$ cat src/rtl/branch_chkpt_ctrl_pkg.sv
// Shared types and sizing for the branch checkpoint controller.
// Slot layout and recovery FSM encoding live here so rename/execute can reuse them.
package branch_chkpt_ctrl_pkg;

    localparam int PREGS       = 64;
    localparam int PREG_W      = 6;
    localparam int COUNT_W     = $clog2(PREGS) + 1;
    localparam int NUM_ARCH    = 32;
    localparam int MAP_W       = NUM_ARCH * PREG_W;
    localparam int NUM_CHKPT   = 4;
    localparam int CHKPT_TAG_W = 4;

    typedef enum logic {
        ST_IDLE,
        ST_RECOVER
    } chkpt_state_e;

    typedef struct packed {
        logic [MAP_W-1:0]   rat_map;
        logic [PREG_W-1:0]  fl_head;
        logic [COUNT_W-1:0] fl_count;
        logic [COUNT_W-1:0] free_since;
        logic               valid;
        logic               resolved;
    } chkpt_slot_t;

endpackage

$ cat src/rtl/branch_chkpt_ctrl.sv
// Branch checkpoint queue: captures rename snapshots in program order, retires them
// on correct resolution, and replays the mispredicted branch's snapshot into rename.
module branch_chkpt_ctrl #(
    parameter int NUM_CHKPT = branch_chkpt_ctrl_pkg::NUM_CHKPT,
    parameter int TAG_W     = branch_chkpt_ctrl_pkg::CHKPT_TAG_W
) (
    input  logic                                        clk_i,
    input  logic                                        rst_i,
    input  logic                                        chkpt_we_i,
    input  logic [branch_chkpt_ctrl_pkg::MAP_W-1:0]     chkpt_rat_map_i,
    input  logic [branch_chkpt_ctrl_pkg::PREG_W-1:0]    chkpt_fl_head_i,
    input  logic [branch_chkpt_ctrl_pkg::COUNT_W-1:0]   chkpt_fl_free_count_i,
    output logic [TAG_W-1:0]                            chkpt_tag_o,
    output logic                                        chkpt_avail_o,
    input  logic                                        commit_free_valid_i,
    input  logic [branch_chkpt_ctrl_pkg::PREG_W-1:0]    fl_live_tail_i,
    input  logic                                        resolve_valid_i,
    input  logic [TAG_W-1:0]                            resolve_tag_i,
    input  logic                                        resolve_mispredict_i,
    output logic                                        rat_recover_o,
    output logic [branch_chkpt_ctrl_pkg::MAP_W-1:0]     rat_recover_map_o,
    output logic                                        fl_recover_o,
    output logic [branch_chkpt_ctrl_pkg::PREG_W-1:0]    fl_recover_head_o,
    output logic [branch_chkpt_ctrl_pkg::PREG_W-1:0]    fl_recover_tail_o,
    output logic [branch_chkpt_ctrl_pkg::COUNT_W-1:0]   fl_recover_free_count_o,
    output logic                                        flush_o,
    output logic                                        busy_o
);
    import branch_chkpt_ctrl_pkg::*;

    localparam int PTR_W = $clog2(NUM_CHKPT);

    chkpt_slot_t        slots [NUM_CHKPT];
    logic [PTR_W-1:0]   oldest_q;
    logic [PTR_W-1:0]   alloc_q;
    logic [PTR_W-1:0]   rec_tag_q;
    chkpt_state_e       state_q;
    chkpt_state_e       state_d;

    logic               full;
    logic               tag_in_range;
    logic               tag_hit;
    logic               mispredict;
    logic               resolve_ok;
    logic               capture;
    logic               retire;
    logic [PTR_W-1:0]   res_idx;
    logic [PTR_W-1:0]   res_dist;
    logic [NUM_CHKPT-1:0] younger_mask;

    // Slots are contiguous from oldest_q, so the queue is full exactly when the alloc slot is occupied.
    assign full          = slots[alloc_q].valid;
    assign res_idx       = resolve_tag_i[PTR_W-1:0];
    assign tag_in_range  = {1'b0, resolve_tag_i} < (TAG_W+1)'(NUM_CHKPT);
    assign tag_hit       = resolve_valid_i && tag_in_range && slots[res_idx].valid
                           && (state_q == ST_IDLE);
    assign mispredict    = tag_hit && resolve_mispredict_i;
    assign resolve_ok    = tag_hit && !resolve_mispredict_i;
    assign chkpt_avail_o = !full && (state_q == ST_IDLE)
                           && !(resolve_valid_i && resolve_mispredict_i);
    assign capture       = chkpt_we_i && chkpt_avail_o;
    assign retire        = slots[oldest_q].valid && slots[oldest_q].resolved;
    assign res_dist      = res_idx - oldest_q;
    assign chkpt_tag_o   = TAG_W'(alloc_q);
    assign busy_o        = (state_q != ST_IDLE);

    always_comb begin
        younger_mask = '0;
        for (int i = 0; i < NUM_CHKPT; i++) begin
            younger_mask[i] = (PTR_W'(i) - oldest_q) >= res_dist;
        end
    end

    always_ff @(posedge clk_i or posedge rst_i) begin
        if (rst_i) begin
            state_q   <= ST_IDLE;
            oldest_q  <= '0;
            alloc_q   <= '0;
            rec_tag_q <= '0;
            for (int i = 0; i < NUM_CHKPT; i++) begin
                slots[i] <= '0;
            end
        end else begin
            state_q <= state_d;
            for (int i = 0; i < NUM_CHKPT; i++) begin
                if (commit_free_valid_i && slots[i].valid) begin
                    slots[i].free_since <= slots[i].free_since + 1'b1;
                end
            end
            if (retire) begin
                slots[oldest_q].valid <= 1'b0;
                oldest_q              <= oldest_q + 1'b1;
            end
            if (resolve_ok) begin
                slots[res_idx].resolved <= 1'b1;
            end
            if (capture) begin
                slots[alloc_q].rat_map    <= chkpt_rat_map_i;
                slots[alloc_q].fl_head    <= chkpt_fl_head_i;
                slots[alloc_q].fl_count   <= chkpt_fl_free_count_i;
                slots[alloc_q].free_since <= '0;
                slots[alloc_q].valid      <= 1'b1;
                slots[alloc_q].resolved   <= 1'b0;
                alloc_q                   <= alloc_q + 1'b1;
            end
            // The mispredicted slot keeps its snapshot data for the RECOVER cycle after going invalid.
            if (mispredict) begin
                for (int i = 0; i < NUM_CHKPT; i++) begin
                    if (younger_mask[i]) begin
                        slots[i].valid <= 1'b0;
                    end
                end
                alloc_q   <= res_idx;
                rec_tag_q <= res_idx;
            end
        end
    end

    always_comb begin
        state_d = state_q;
        case (state_q)
            ST_IDLE:    if (mispredict) state_d = ST_RECOVER;
            ST_RECOVER: state_d = ST_IDLE;
            default:    state_d = ST_IDLE;
        endcase
    end

    always_comb begin
        rat_recover_o           = 1'b0;
        fl_recover_o            = 1'b0;
        flush_o                 = 1'b0;
        rat_recover_map_o       = '0;
        fl_recover_head_o       = '0;
        fl_recover_tail_o       = '0;
        fl_recover_free_count_o = '0;
        if (state_q == ST_RECOVER) begin
            rat_recover_o           = 1'b1;
            fl_recover_o            = 1'b1;
            flush_o                 = 1'b1;
            rat_recover_map_o       = slots[rec_tag_q].rat_map;
            fl_recover_head_o       = slots[rec_tag_q].fl_head;
            fl_recover_tail_o       = fl_live_tail_i;
            fl_recover_free_count_o = slots[rec_tag_q].fl_count + slots[rec_tag_q].free_since
                                      + COUNT_W'(commit_free_valid_i);
        end
    end

    // A capture squashed by a same-cycle mispredict is legal; anything else while stalled is not.
    chkpt_we_protocol: assert property (@(posedge clk_i) disable iff (rst_i)
        chkpt_we_i |-> (!full && state_q == ST_IDLE));

endmodule

$ cat config.mk
export PLATFORM = sky130hd
export DESIGN_NAME = branch_chkpt_ctrl
export DESIGN_NICKNAME = d
export VERILOG_FILES = /design/src/rtl/branch_chkpt_ctrl_pkg.sv /design/src/rtl/branch_chkpt_ctrl.sv
export SDC_FILE = /design/constraint.sdc
export NUM_CORES = 2
export LEC_CHECK = 0
export CAP_MARGIN = 15
export CORE_ASPECT_RATIO = 1.5
export CORE_UTILIZATION = 60
export CTS_BUF_LIST = sky130_fd_sc_hd__clkbuf_2
export CTS_CLUSTER_DIAMETER = 30
export CTS_CLUSTER_SIZE = 12
export DETAILED_ROUTE_END_ITERATION = 8
export DONT_BUFFER_PORTS = 1
export PLACE_DENSITY = 0.76
export SYNTH_ARGS = -nofsm -noshare
export SYNTH_HDL_FRONTEND = slang
export SYNTH_SLANG_ARGS = --single-unit
export TNS_END_PERCENT = 10
$ cat constraint.sdc
create_clock -name clk_i -period 36.1 [get_ports clk_i]
set_clock_uncertainty 0.05 [all_clocks]
set_input_delay 3.61 -clock clk_i [delete_from_list [all_inputs] [get_ports clk_i]]
set_output_delay 3.61 -clock clk_i [all_outputs]
set_load 0.01 [all_outputs]
Yosys cells after proc, flatten, opt, wreduce, memory -nomap -nowiden
Index checks and enable logic that the tools add are counted.
{"block": "word_totals", "ff_bits": 863, "out_inout_bits": 220, "wordCells": 139}
{"block": "classes", "n_addsub": 13, "n_lt_le_gt_ge": 12, "n_mux": 60, "bitwise": 5, "n_reduce_logical": 21}
{"cell": "856-bit bitwise mux", "n": 8}
{"cell": "214-bit demux with 2-bit select", "n": 8}
{"cell": "856-bit two-way mux", "n": 3}
{"cell": "214-bit binary-select mux with 2-bit select", "n": 4}
{"cell": "214-bit two-way mux", "n": 3}
{"cell": "192-bit two-way mux", "n": 1}
{"cell": "7-bit two-way mux", "n": 5}
{"cell": "7-bit by 1-bit adder with 7-bit output, second input constant", "n": 4}
{"cell": "22-bit two-way mux", "n": 1}
{"cell": "2-bit two-way mux", "n": 10}
{"cell": "1-bit logical AND", "n": 17}
{"cell": "16-bit two-way mux", "n": 1}
{"cell": "3-bit >= comparator, second input constant", "n": 4}
{"cell": "1-bit two-way mux", "n": 12}
{"cell": "6-bit two-way mux", "n": 2}
{"cell": "2-bit NOT with 3-bit output", "n": 4}
{"cell": "3-bit by 1-bit less-than comparator with 1-bit output, second input constant", "n": 3}
{"cell": "9-bit two-way mux", "n": 1}
{"cell": "2-bit >= comparator", "n": 4}
{"cell": "7-bit by 1-bit adder with 7-bit output", "n": 1}
{"cell": "7-bit adder", "n": 1}
{"cell": "2-bit by 1-bit adder with 2-bit output, second input constant", "n": 2}
{"cell": "4-bit by 3-bit less-than comparator with 1-bit output, second input constant", "n": 1}
{"cell": "1-bit by 2-bit subtractor with 2-bit output, first input constant", "n": 2}
{"cell": "other kinds (6)", "n": 9}

Longest topological paths before layout
{"block": "depth", "depth_word": 18, "mapped_depth": 11}

Worst setup path after synthesis
No wires, ideal clock.
{"block": "synth_timing", "path_kind": "in2out", "start": "input commit_free_valid_i", "end": "output fl_recover_free_count_o[6] in the netlist's numbering", "t_arrival_ns": 5.398, "required_ns": 32.440, "setup_slack_ns": 27.042, "cell_stages": 6, "n_path_buf": 0, "path_cell_list": "fa_1 -> fa_1 -> a211oi_1 -> o21ai_0 -> a21o_1 -> a21boi_0"}
{"block": "synth_between", "elab_chain_cells": 2}
{"element": "start, declared", "line": "branch_chkpt_ctrl.sv:15", "rtl": "input logic commit_free_valid_i,"}
{"element": "7-bit by 1-bit adder with 7-bit output", "line": "branch_chkpt_ctrl.sv:144", "rtl": "+ COUNT_W'(commit_free_valid_i);"}
{"element": "7-bit two-way mux", "line": "branch_chkpt_ctrl.sv:136", "rtl": "if (state_q == ST_RECOVER) begin"}
{"element": "end, declared", "line": "branch_chkpt_ctrl.sv:25", "rtl": "output logic [branch_chkpt_ctrl_pkg::COUNT_W-1:0] fl_recover_free_count_o,"}
Every way passes these cells.

Final worst setup path
Ends and elaborated chain as after synthesis.

==> impl_metrics.py <==
metrics = {
    "status": {
        "outcome": "complete, no violations",
    },
    "setup_path": {
        "crit_path_end_kind": "primary output",
        "cp-start-kind": "input port",
        "critPathMaxFanout": 13,
        "worst_ep_arrival_time_ps": 5660,
        "path_class": "input port to primary output",
        "crit_required_ps": 32440,
    },
    "detailed_routing": {
        "vias": 21723,
        "viasPerCell": 6.23,
        "dr.pass1.iters": 7,
        "ant_nets": 0,
        "drc": 0,
        "wl_per_cell_um": 26.2,
        "drt_iter0_drc": 1278,
        "wirelength_um": 91200,
    },
    "cts": {
        "post_cts_buffers": 0,
        "numClockSinks": 863,
        "path_clk_slew_ps": 120,
        "hold_buffers": 0,
        "cts_buffers": 134,
        "h-tree-depth": 4,
        "cts_tree": "yes",
        "clk_latency_ps": 1360,
        "postCtsResizedCells": 0,
        "clk_path_buf_depth": 3,
        "cts_root_buffer": "clkbuf_2",
    },
    "timing": {
        "slew_violations": 0,
        "tightest_slew_ps": 1100,
        "period_minus_slack_ps": 9320,
        "hold_viol": 0,
        "maxSlewHeadroom": 0.264,
        "final.setup.tns_ps": 0,
        "grt_setup_unrepaired": "false",
        "setup_viol": 0,
        "fmax_mhz": 107,
        "fin_crit_sh": 0.258,
    },
    "global_routing": {
        "grt_overflow": 0,
        "gr-usage-all-layers": 0.283,
        "antenna_found_initial": 1,
        "grt_start_max_net_pins": 197,
        "grt_pass1_vias": 24376,
        "grt_pass1_wl_um": 142000,
    },
    "final_layout": {
        "nets": 2746,
        "layout.cells.most_common_list": "dfrtp_1 (860), mux2_2 (795), mux4_2 (214)",
        "synthToLayoutAreaGrowth_pct": 6.04,
        "final_common_cell": "dfrtp_1",
        "drive_above_1_share": 0.489,
    },
    "die": {
        "die_area_um2": 66500,
        "start_util": 0.608,
        "num_io_pins": 441,
        "fp.dieH_um": 315,
        "core.rowCount": 114,
        "dieWidth_um": 211,
        "core_area_um2": 64600,
    },
    "power": {
        "sequentialPowerShare": 0.461,
        "p_int_w": 0.00254,
        "p_total_w": 0.00371,
        "power.share.switching": 0.314,
        "ir_worst_vdd_uv": 56.5,
        "power_frac_comb": 0.361,
        "p_per_area_nw_per_um2": 88.9,
        "switchingPower_w": 0.00116,
        "pwr-share-clk": 0.178,
        "p_leak_nw": 17.9,
    },
    "yosys": {
        "synth_cells": 2514,
        "synthArstFlopShare": 1.00,
        "ys_types": 44,
        "yosys_register_bits": 863,
        "synth_flop_cell": "dfrtp_1",
        "ys_warn_count": 0,
        "netlist_area_um2": 39300,
        "synth_area_per_cell_um2": 15.6,
        "synth_edf_count": 0,
        "seq_area_frac_synth": 0.550,
    },
    "place": {
        "detailed_place_hpwl_um": 56300,
        "place_congestion": 0.836,
        "io_buffers": 0,
    },
    "worst_hold_path": {
        "hp-class": "flip-flop to flip-flop",
    },
    "flow_run": {
        "maxCapViolations": 0,
    },
}
## layer usage
| layer | vias to the layer above | GRT usage | share of wire |
|---|---|---|---|
| li1 | 9180 | - | - |
| met1 | 11764 | 0.323 | 0.37 |
| met2 | 599 | 0.478 | 0.51 |
| met3 | 180 | 0.0993 | 0.077 |
| met4 | 0 | 0.129 | 0.040 |
| met5 | - | 0 | 0 |
## kinds of logic after synthesis
family	count (synthesis)	share of synthesized area
compound gates	40	0.00653
xor+xnor	32	0.00713
fa+ha+maj	23	0.00809
buf+inv	194	0.0232
flops	863	0.550
mux	1038	0.359
other cells	1	0.0000954
simple gates	323	0.0466
## cells in the mapped netlist (2+ instances only)
library cell | count | area (um^2)
xor2_1 | 11 | 96.3
mux2_2 | 795 | 8950
nor4bb_1 | 2 | 20.0
clkbuf_1 | 61 | 229
mux4_2 | 214 | 4820
buf_6 | 4 | 45.0
buf_2 | 49 | 245
buf_4 | 24 | 180
nor3_1 | 6 | 30.0
a41oi_1 | 4 | 35.0
o21ai_0 | 14 | 70.1
buf_1 | 40 | 150
nor4_1 | 2 | 12.5
mux2i_1 | 2 | 20.0
a2bb2oi_1 | 3 | 26.3
and3_1 | 2 | 12.5
nand4_1 | 2 | 12.5
nand3_1 | 11 | 55.1
a21oi_1 | 8 | 40.0
ha_1 | 19 | 238
mux2_1 | 27 | 304
a21o_1 | 3 | 22.5
nor2_1 | 46 | 173
dfrtp_1 | 863 | 21600
o22ai_1 | 2 | 12.5
and2_1 | 214 | 1340
inv_1 | 16 | 60.1
nand2_1 | 31 | 116
xnor2_1 | 21 | 184
fa_1 | 4 | 80.1
## stage by stage
stage / instance area, um^2 / instances / util / setup slack, ps / hold WS, ps
4_1_cts: 41600 / 3481 / 0.645 / 26610 / 452
3_5_place_dp: 39800 / 3236 / 0.617 / 26770 / 419
6_report: 41700 / 3487 / 0.645 / 26780 / 451
3_3_place_gp: 39800 / 3236 / 0.617 / 26790 / 412
5_1_grt: 41700 / 3482 / 0.645 / 26520 / 477
2_1_floorplan: 39300 / 2515 / - / 8190 / 402
## final timing paths
check	startpoint	end	slack, ps	depth (start not counted)
setup reg to reg	busy_o	slots[444]	31380	7
min in group asynchronous	rst_i	slots[556]	2170	1
hold reg to reg	slots[405]	slots[405]	450	1
setup / recovery	commit_free_valid_i	fl_recover_free_count_o[6]	26780	6
hold / removal	slots[405]	slots[405]	450	1
max in group asynchronous	rst_i	slots[411]	29910	5
## area by class of cell
class | count | area (um^2)
fill | 4719 | 23000
sequential | 863 | 21600
multi-input combinational | 1458 | 16800
tap | 870 | 1090
clock inverter | 92 | 1040
clock buffer | 153 | 766
timing repair buffer | 29 | 243
inverter | 16 | 67.6
antenna | 6 | 15.0
## registers in the layout, indices dropped and copies added (netlist names)
name       cells
slots        856
alloc_q        2
oldest_q       2
rec_tag_q      2
busy_o         1
## critical path, stage by stage
cell      delay [ps]
fa_1             460
fa_1             500
a211oi_1         310
o21ai_0          190
a21o_1           190
a21boi_0         390
## power groups by stage
stage                     registers (W)  logic, W  clock network, W
final                           0.00171   0.00134          0.000661
after global routing            0.00176   0.00144          0.000718
after CTS                       0.00170   0.00136          0.000678
after detailed placement        0.00173   0.00135                 0
after global placement          0.00168   0.00129                 0
after floorplan                 0.00162   0.00116                 0
Power figures use the tool's default switching activity.
